## config.mk

```make
export PLATFORM = sky130hd
export DESIGN_NAME = seg_scan_ctrl
export DESIGN_NICKNAME = d
export VERILOG_FILES = /design/src/rtl/seg_scan_ctrl.sv
export SDC_FILE = /design/constraint.sdc
export NUM_CORES = 1
export LEC_CHECK = 0
export ABC_AREA = 1
export CORE_ASPECT_RATIO = 1.25
export CORE_UTILIZATION = 40
export CTS_CLUSTER_SIZE = 8
export DETAILED_ROUTE_END_ITERATION = 8
export PLACE_DENSITY_LB_ADDON = 0.15
export SLEW_MARGIN = 15
export SYNTH_ARGS = -nofsm -noshare
export SYNTH_HDL_FRONTEND = slang
export SYNTH_SLANG_ARGS = --single-unit
```

## constraint.sdc

```tcl
create_clock -name clk -period 4.8 [get_ports clk]
set_clock_uncertainty 0.2 [all_clocks]
set_input_delay 0.72 -clock clk [delete_from_list [all_inputs] [get_ports clk]]
set_output_delay 0.72 -clock clk [all_outputs]
set_load 0.005 [all_outputs]
```

## src/rtl/seg_scan_ctrl.sv

```systemverilog
`timescale 1ns/1ps
`default_nettype none
// ============================================================================
//  Module   : seg_scan_ctrl
//  Purpose  : Time-multiplexed scan controller for an 8-digit common-anode
//             seven-segment display. Each digit slot starts with a dead-time
//             blank, then drives one anode through a PWM brightness gate,
//             a per-digit enable and a hex-to-segment decoder. Display
//             content is captured once per frame so partial updates of the
//             value registers never reach the pins.
//  Options  : define SEG_LZB_EN to enable leading-zero blanking (zero digits
//             above the most significant non-zero digit are kept dark;
//             digit 0 is always shown).
//  Revision : 1.0 - initial release
// ============================================================================
module seg_scan_ctrl #(
   parameter int SLOT_CYCLES  = 12500,
   parameter int BLANK_CYCLES = 250
) (
   input  logic        clk,
   input  logic        reset,
   input  logic [31:0] digits,
   input  logic [7:0]  dp_in,
   input  logic [7:0]  digit_en,
   input  logic [3:0]  brightness,
   output logic [7:0]  anode,
   output logic [6:0]  seg,
   output logic        dp,
   output logic        frame_tick
);

   // ------------------------------------------------------------------------
   // Constants
   // ------------------------------------------------------------------------
   localparam int c_cw = (SLOT_CYCLES > 1) ? $clog2(SLOT_CYCLES) : 1;

   // Last count of a slot, and last count of the dead-time blank.
   localparam logic [c_cw-1:0] c_slot_last  = c_cw'(SLOT_CYCLES - 1);
   localparam logic [c_cw-1:0] c_blank_last = c_cw'(BLANK_CYCLES - 1);

   localparam logic [7:0] c_anode_off = 8'hFF;
   localparam logic [6:0] c_seg_off   = 7'h7F;

   typedef enum logic [0:0] {
      S_BLANK = 1'b0,
      S_ON    = 1'b1
   } state_t;

   // ------------------------------------------------------------------------
   // Scan timing state
   // ------------------------------------------------------------------------
   state_t          r_state;
   logic [2:0]      r_idx;
   logic [c_cw-1:0] r_cnt;
   logic [3:0]      r_pwm;

   // Per-frame snapshot of the display content.
   logic [31:0]     r_nib_s;
   logic [7:0]      r_dp_s;
   logic [7:0]      r_en_s;
   logic [3:0]      r_bright_s;

   // ------------------------------------------------------------------------
   // Combinational helpers
   // ------------------------------------------------------------------------
   logic            w_snap;
   logic            w_gate;
   logic            w_drive;
   logic [3:0]      w_nib;
   logic [7:0]      w_anode_sel;
   logic [7:0]      w_blank;
   logic [7:0]      w_en_eff;
   logic [7:0]      w_dp_eff;

   // First blank cycle of digit 0 marks the frame start.
   assign w_snap      = (r_state == S_BLANK) && (r_idx == 3'd0) && (r_cnt == '0);

   // Full brightness bypasses the comparator so that 15 lights every cycle.
   assign w_gate      = (r_bright_s == 4'hF) || (r_pwm < r_bright_s);

   assign w_drive     = (r_state == S_ON) && r_en_s[r_idx] && w_gate;
   assign w_nib       = r_nib_s[{r_idx, 2'b00} +: 4];
   assign w_anode_sel = ~(8'h01 << r_idx);

`ifdef SEG_LZB_EN
   // w_zero_from[k] is high when digit k and every digit above it are zero.
   logic [7:1] w_zero_from;

   assign w_zero_from[7] = (digits[31:28] == 4'h0);

   for (genvar k = 1; k < 7; k++) begin : g_lzb
      assign w_zero_from[k] = (digits[4*k +: 4] == 4'h0) && w_zero_from[k+1];
   end

   // Digit 0 is never a leading zero.
   assign w_blank = {w_zero_from, 1'b0};
`else
   assign w_blank = 8'h00;
`endif

   // Blanked digits lose both their segments and their decimal point.
   assign w_en_eff = digit_en & ~w_blank;
   assign w_dp_eff = dp_in & ~w_blank;

   // ------------------------------------------------------------------------
   // Hex to active-low segment pattern {g,f,e,d,c,b,a}
   // ------------------------------------------------------------------------
   function automatic logic [6:0] hex_to_seg(input logic [3:0] v);
      logic [6:0] s;
      case (v)
         4'h0:    s = 7'b1000000;
         4'h1:    s = 7'b1111001;
         4'h2:    s = 7'b0100100;
         4'h3:    s = 7'b0110000;
         4'h4:    s = 7'b0011001;
         4'h5:    s = 7'b0010010;
         4'h6:    s = 7'b0000010;
         4'h7:    s = 7'b1111000;
         4'h8:    s = 7'b0000000;
         4'h9:    s = 7'b0010000;
         4'hA:    s = 7'b0001000;
         4'hB:    s = 7'b0000011;
         4'hC:    s = 7'b1000110;
         4'hD:    s = 7'b0100001;
         4'hE:    s = 7'b0000110;
         default: s = 7'b0001110;
      endcase
      return s;
   endfunction

   // Slot counter, digit index, blank/on state machine and PWM counter.
   always_ff @(posedge clk) begin
      if (reset) begin
         r_state <= S_BLANK;
         r_idx   <= 3'd0;
         r_cnt   <= '0;
         r_pwm   <= 4'd0;
      end else begin
         if (r_cnt == c_slot_last) begin
            r_cnt <= '0;
            r_idx <= r_idx + 3'd1;
         end else begin
            r_cnt <= r_cnt + 1'b1;
         end

         case (r_state)
            S_BLANK: begin
               r_pwm <= 4'd0;
               if (r_cnt == c_blank_last) begin
                  r_state <= S_ON;
               end
            end
            S_ON: begin
               r_pwm <= r_pwm + 4'd1;
               if (r_cnt == c_slot_last) begin
                  r_state <= S_BLANK;
               end
            end
            default: begin
               r_state <= S_BLANK;
               r_pwm   <= 4'd0;
            end
         endcase
      end
   end

   // Capture display content once per frame; reset leaves every digit dark.
   always_ff @(posedge clk) begin
      if (reset) begin
         r_nib_s    <= 32'h0;
         r_dp_s     <= 8'h00;
         r_en_s     <= 8'h00;
         r_bright_s <= 4'h0;
      end else if (w_snap) begin
         r_nib_s    <= digits;
         r_dp_s     <= w_dp_eff;
         r_en_s     <= w_en_eff;
         r_bright_s <= brightness;
      end
   end

   // Registered pin drivers, one cycle behind the scan state.
   always_ff @(posedge clk) begin
      if (reset) begin
         anode      <= c_anode_off;
         seg        <= c_seg_off;
         dp         <= 1'b1;
         frame_tick <= 1'b0;
      end else begin
         frame_tick <= w_snap;
         if (w_drive) begin
            anode <= w_anode_sel;
            seg   <= hex_to_seg(w_nib);
            dp    <= ~r_dp_s[r_idx];
         end else begin
            anode <= c_anode_off;
            seg   <= c_seg_off;
            dp    <= 1'b1;
         end
      end
   end

endmodule
`default_nettype wire

```

==> impl_results.md <==
- DRT antenna net count: 0
- Power Total: around 1.8 mW
- # Post-CTS Setup Buffers: 0
- Metal3 WL: between 400 and 500 um
- Worst-path cell with the longest stage delay: sky130_fd_sc_hd__nand3_4
- Outcome: finished clean
- TritonCTS clock tree: built
- Remaining global-route overflow: 0
- Sinks on the clock net: 91
- Number of vias per cell: ~4.6
- Clock tree buffer depth: 2
- Yosys cell types: 28
- Pin count of the biggest net entering global routing: just over 70
- Final layout net count: around 800
- Max H-tree Level: 3
- RSZ-0062 raised after global routing: false
- Post-synthesis cell type with the largest combined area: sky130_fd_sc_hd__dfxtp_1
- DIE WIDTH: between 90 and 100 um
- Tmin final: about 3.2 ns
- R2r setup slk: 1.62 ns
- First-pass GRT wire length: approximately 17,000 um
- Static leakage: between 2 and 3 nW
- Area share of the largest cell type after synthesis: between 40 and 50%
- Final wirelength: 9850 um
- Tcrit/Tclk final: around two thirds
- Number of antenna violations at the first check in global routing: 0
- Combined area of all synthesized cells: between 0.004 and 0.005 sq mm
- Pwr/cell area: about 330 mW/mm^2
- Fill cell instance count of the final layout: around 1,100
- Highest clock rate: around 0.31 GHz
- Insertion delay to the later sink of the worst-skew pair: approximately 0.34 ns
- Count of antenna diodes in the layout: 0
- Relative slew margins: 49.7%
- Clock transition at the registers of the reported paths: around 0.06 ns
- Worst Path Class, Setup: flop to flop
- Syn Nets: 739
- Fraction of layout cells with a size suffix above 1: ~3.8%
- Most frequent cells in the layout: 207 x sky130_fd_sc_hd__nand2_1, 125 x sky130_fd_sc_hd__nor2_1, 91 x sky130_fd_sc_hd__dfxtp_1
- Hold Crit Start: r_pwm[0]
- Length in cells of the worst reg-to-reg path: 9
- Average wire length per cell after detail routing: roughly 11 um
- Depth of the worst hold-timing path: 1
- Routability congestion estimate: 0.869
- Root buffer cell: sky130_fd_sc_hd__clkbuf_16
- 1st-pass router iterations: 5
- Number of I/O port buffers: 70
- Biggest area contributors in the synthesized netlist: sky130_fd_sc_hd__dfxtp_1 41%, sky130_fd_sc_hd__nand2_1 18%, sky130_fd_sc_hd__nor2_1 11%
- Total routing resource utilization after global routing: a little under a fifth
- Final setup violation count: 0
- Pins Over Slew Limit: 0
- Number of buffers inserted for hold repair after clock tree synthesis: 0
- Number of buffers created by CTS: 9
- Register bit total from synthesis: 91
- Final Hold Slack: ~0.26 ns
- CP cell instances: inv_1, ha_1, nand3_1, nor3_1, nand3_4, buf_4, nand2_1, nand2_1, nor2_1
- Core area: between 0.01 and 0.015 sq mm
- Data required time of the worst path: around 4.9 ns
- Post-CTS resize count: 0
- Setup slack at placement: 1.62 ns
- Capture point of the worst reg-to-reg path: r_nib_s[22]
- Mean area per synthesized cell: ~6.6 sq um
- Instance count of the mapped netlist: roughly 670
- Vias in the first global route: 3,762
- Class of the worst hold path: flop to flop
- Final WS setup: 1.62 ns
- Yosys warnings: 0
- Routed metal-1 wirelength: about 4400 um
- Row cnt: 42
- Max-cap violations: 0
- Delay contributed by the slowest stage of the critical path: ~0.6 ns
- Sequential-to-total area share from yosys stat: roughly 41%
- Starting density of the core: about two fifths
- Die Footprint: ~0.012 sq mm
- Routed vias: between 3,000 and 4,000
- Boundary pin count: 71
- Destination of the worst hold path: r_pwm[0]
- Area added between synthesis and finish: 22.6%
- Top routing layer in use: met4
- Largest voltage drop on the vdd net: 158 uV
- Cell with the most instances on the worst path: sky130_fd_sc_hd__nand2_1
- DRT iter0 DRCs: about 160
- Endpoints failing hold: 0
- Die Span Y: approximately 120 um
- DRC: 0
- Multi-input gate area: roughly 0.0021 sq mm
- Peak fanout along the critical path: approximately 70
- Most common cell after layout, fill and taps aside: sky130_fd_sc_hd__nand2_1
- Sort of element at the start of the critical path: flop
- Total Neg Setup Slack: 0 ns
- Arrival time reported for the critical path endpoint: 3.26 ns
- Critical path capture point type: flop
- HPWL after detailed placement: a little under 7000 um
- Measured slew at the worst slew-check pin: roughly 0.75 ns
- FF/Latch Area: 0.00182 sq mm
- Startpoint of the worst register-to-register path: r_idx[1]
- Metal2 WL: 4860 um
[how the worst max path moves through the flow]
stage | startpoint | to | cells after the start
after floorplan | r_idx[0] | r_bright_s[0] | 11
after global placement | r_idx[1] | r_en_s[7] | 9
after detailed placement | r_idx[1] | r_nib_s[22] | 9
after CTS | r_idx[1] | r_nib_s[22] | 9
after global routing | r_idx[1] | r_nib_s[30] | 9
final | r_idx[1] | r_nib_s[22] | 9
[routing by layer]
layer / up-vias / GRT usage [%]
met1: 1716 / 23.2
met3: 15 / 4.06
met4: 0 / 7.65
met5: - / 0
li1: 2146 / -
met2: 88 / 30.9
[stage by stage]
stage | instance area (sq um) | utilization (%) | cells
5_1_grt | 5440 | 50.9 | 861
3_3_place_gp | 5150 | 48.3 | 846
4_1_cts | 5440 | 50.9 | 861
6_report | 5440 | 50.9 | 861
3_5_place_dp | 5150 | 48.3 | 846
2_1_floorplan | 4430 | - | 667
[sequential cells by signal, indices dropped and copies added, names as in the netlist, 3 cells and up]
register    cells
anode           8
r_bright_s      4
r_cnt          14
r_dp_s          8
r_en_s          8
r_idx           3
r_nib_s        32
r_pwm           4
seg             7
[worst max-delay path, delay by kind of cell (launching register included)]
kind                     cells  cell delay, ns
flip-flops                   1            0.48
adder cells (fa/ha/maj)      1            0.29
AND/OR/NAND/NOR              6            1.19
buffers and inverters        2            0.90
[synthesized netlist by cell type]
cell type                  number
sky130_fd_sc_hd__nand4_1        7
sky130_fd_sc_hd__xor2_1         3
sky130_fd_sc_hd__clkbuf_1       7
sky130_fd_sc_hd__buf_6          9
sky130_fd_sc_hd__nor2_4         1
sky130_fd_sc_hd__nand2_2        3
sky130_fd_sc_hd__xnor2_1        2
sky130_fd_sc_hd__or2_2          1
sky130_fd_sc_hd__buf_4          2
sky130_fd_sc_hd__o21a_1         1
sky130_fd_sc_hd__inv_1         82
sky130_fd_sc_hd__nor4_1         2
sky130_fd_sc_hd__dfxtp_1       91
sky130_fd_sc_hd__nand3_1       60
sky130_fd_sc_hd__nand3b_1       1
sky130_fd_sc_hd__nor3_2         1
sky130_fd_sc_hd__nand2_1      207
sky130_fd_sc_hd__a21oi_1       13
sky130_fd_sc_hd__o21bai_1       1
sky130_fd_sc_hd__a211oi_1       2
sky130_fd_sc_hd__o31ai_1        1
sky130_fd_sc_hd__inv_2          3
sky130_fd_sc_hd__nor2_1       125
sky130_fd_sc_hd__ha_1          18
sky130_fd_sc_hd__nor3_1         8
sky130_fd_sc_hd__nor3b_1        1
sky130_fd_sc_hd__buf_2          9
sky130_fd_sc_hd__o21ai_0        6
[kinds of logic (layout without fill, tap and decap cells)]
| logic type | count (synthesis) | after routing | synth area share, % |
|---|---|---|---|
| simple gates | 417 | 417 | 38.4 |
| buf+inv | 112 | 174 | 11.4 |
| flops | 91 | 91 | 41.1 |
| compound gates | 24 | 24 | 2.99 |
| fa+ha+maj | 18 | 18 | 5.08 |
| xor+xnor | 5 | 5 | 0.988 |
[report_power, final]
part / switching [mW] / internal [mW] / total, mW
clock network: 0.272 / 0.389 / 0.660
registers: 0.0179 / 0.812 / 0.830
logic: 0.184 / 0.124 / 0.308
total: 0.474 / 1.33 / 1.80
[cell type report]
cell class	count	area share (%)
clock buffer	13	4.97
clock inverter	2	0.184
inverter	85	5.87
multi-input combinational	464	39.0
sequential	91	33.5
tap	132	3.04
timing repair buffer	74	13.4
(Power assumes the default switching activity.)
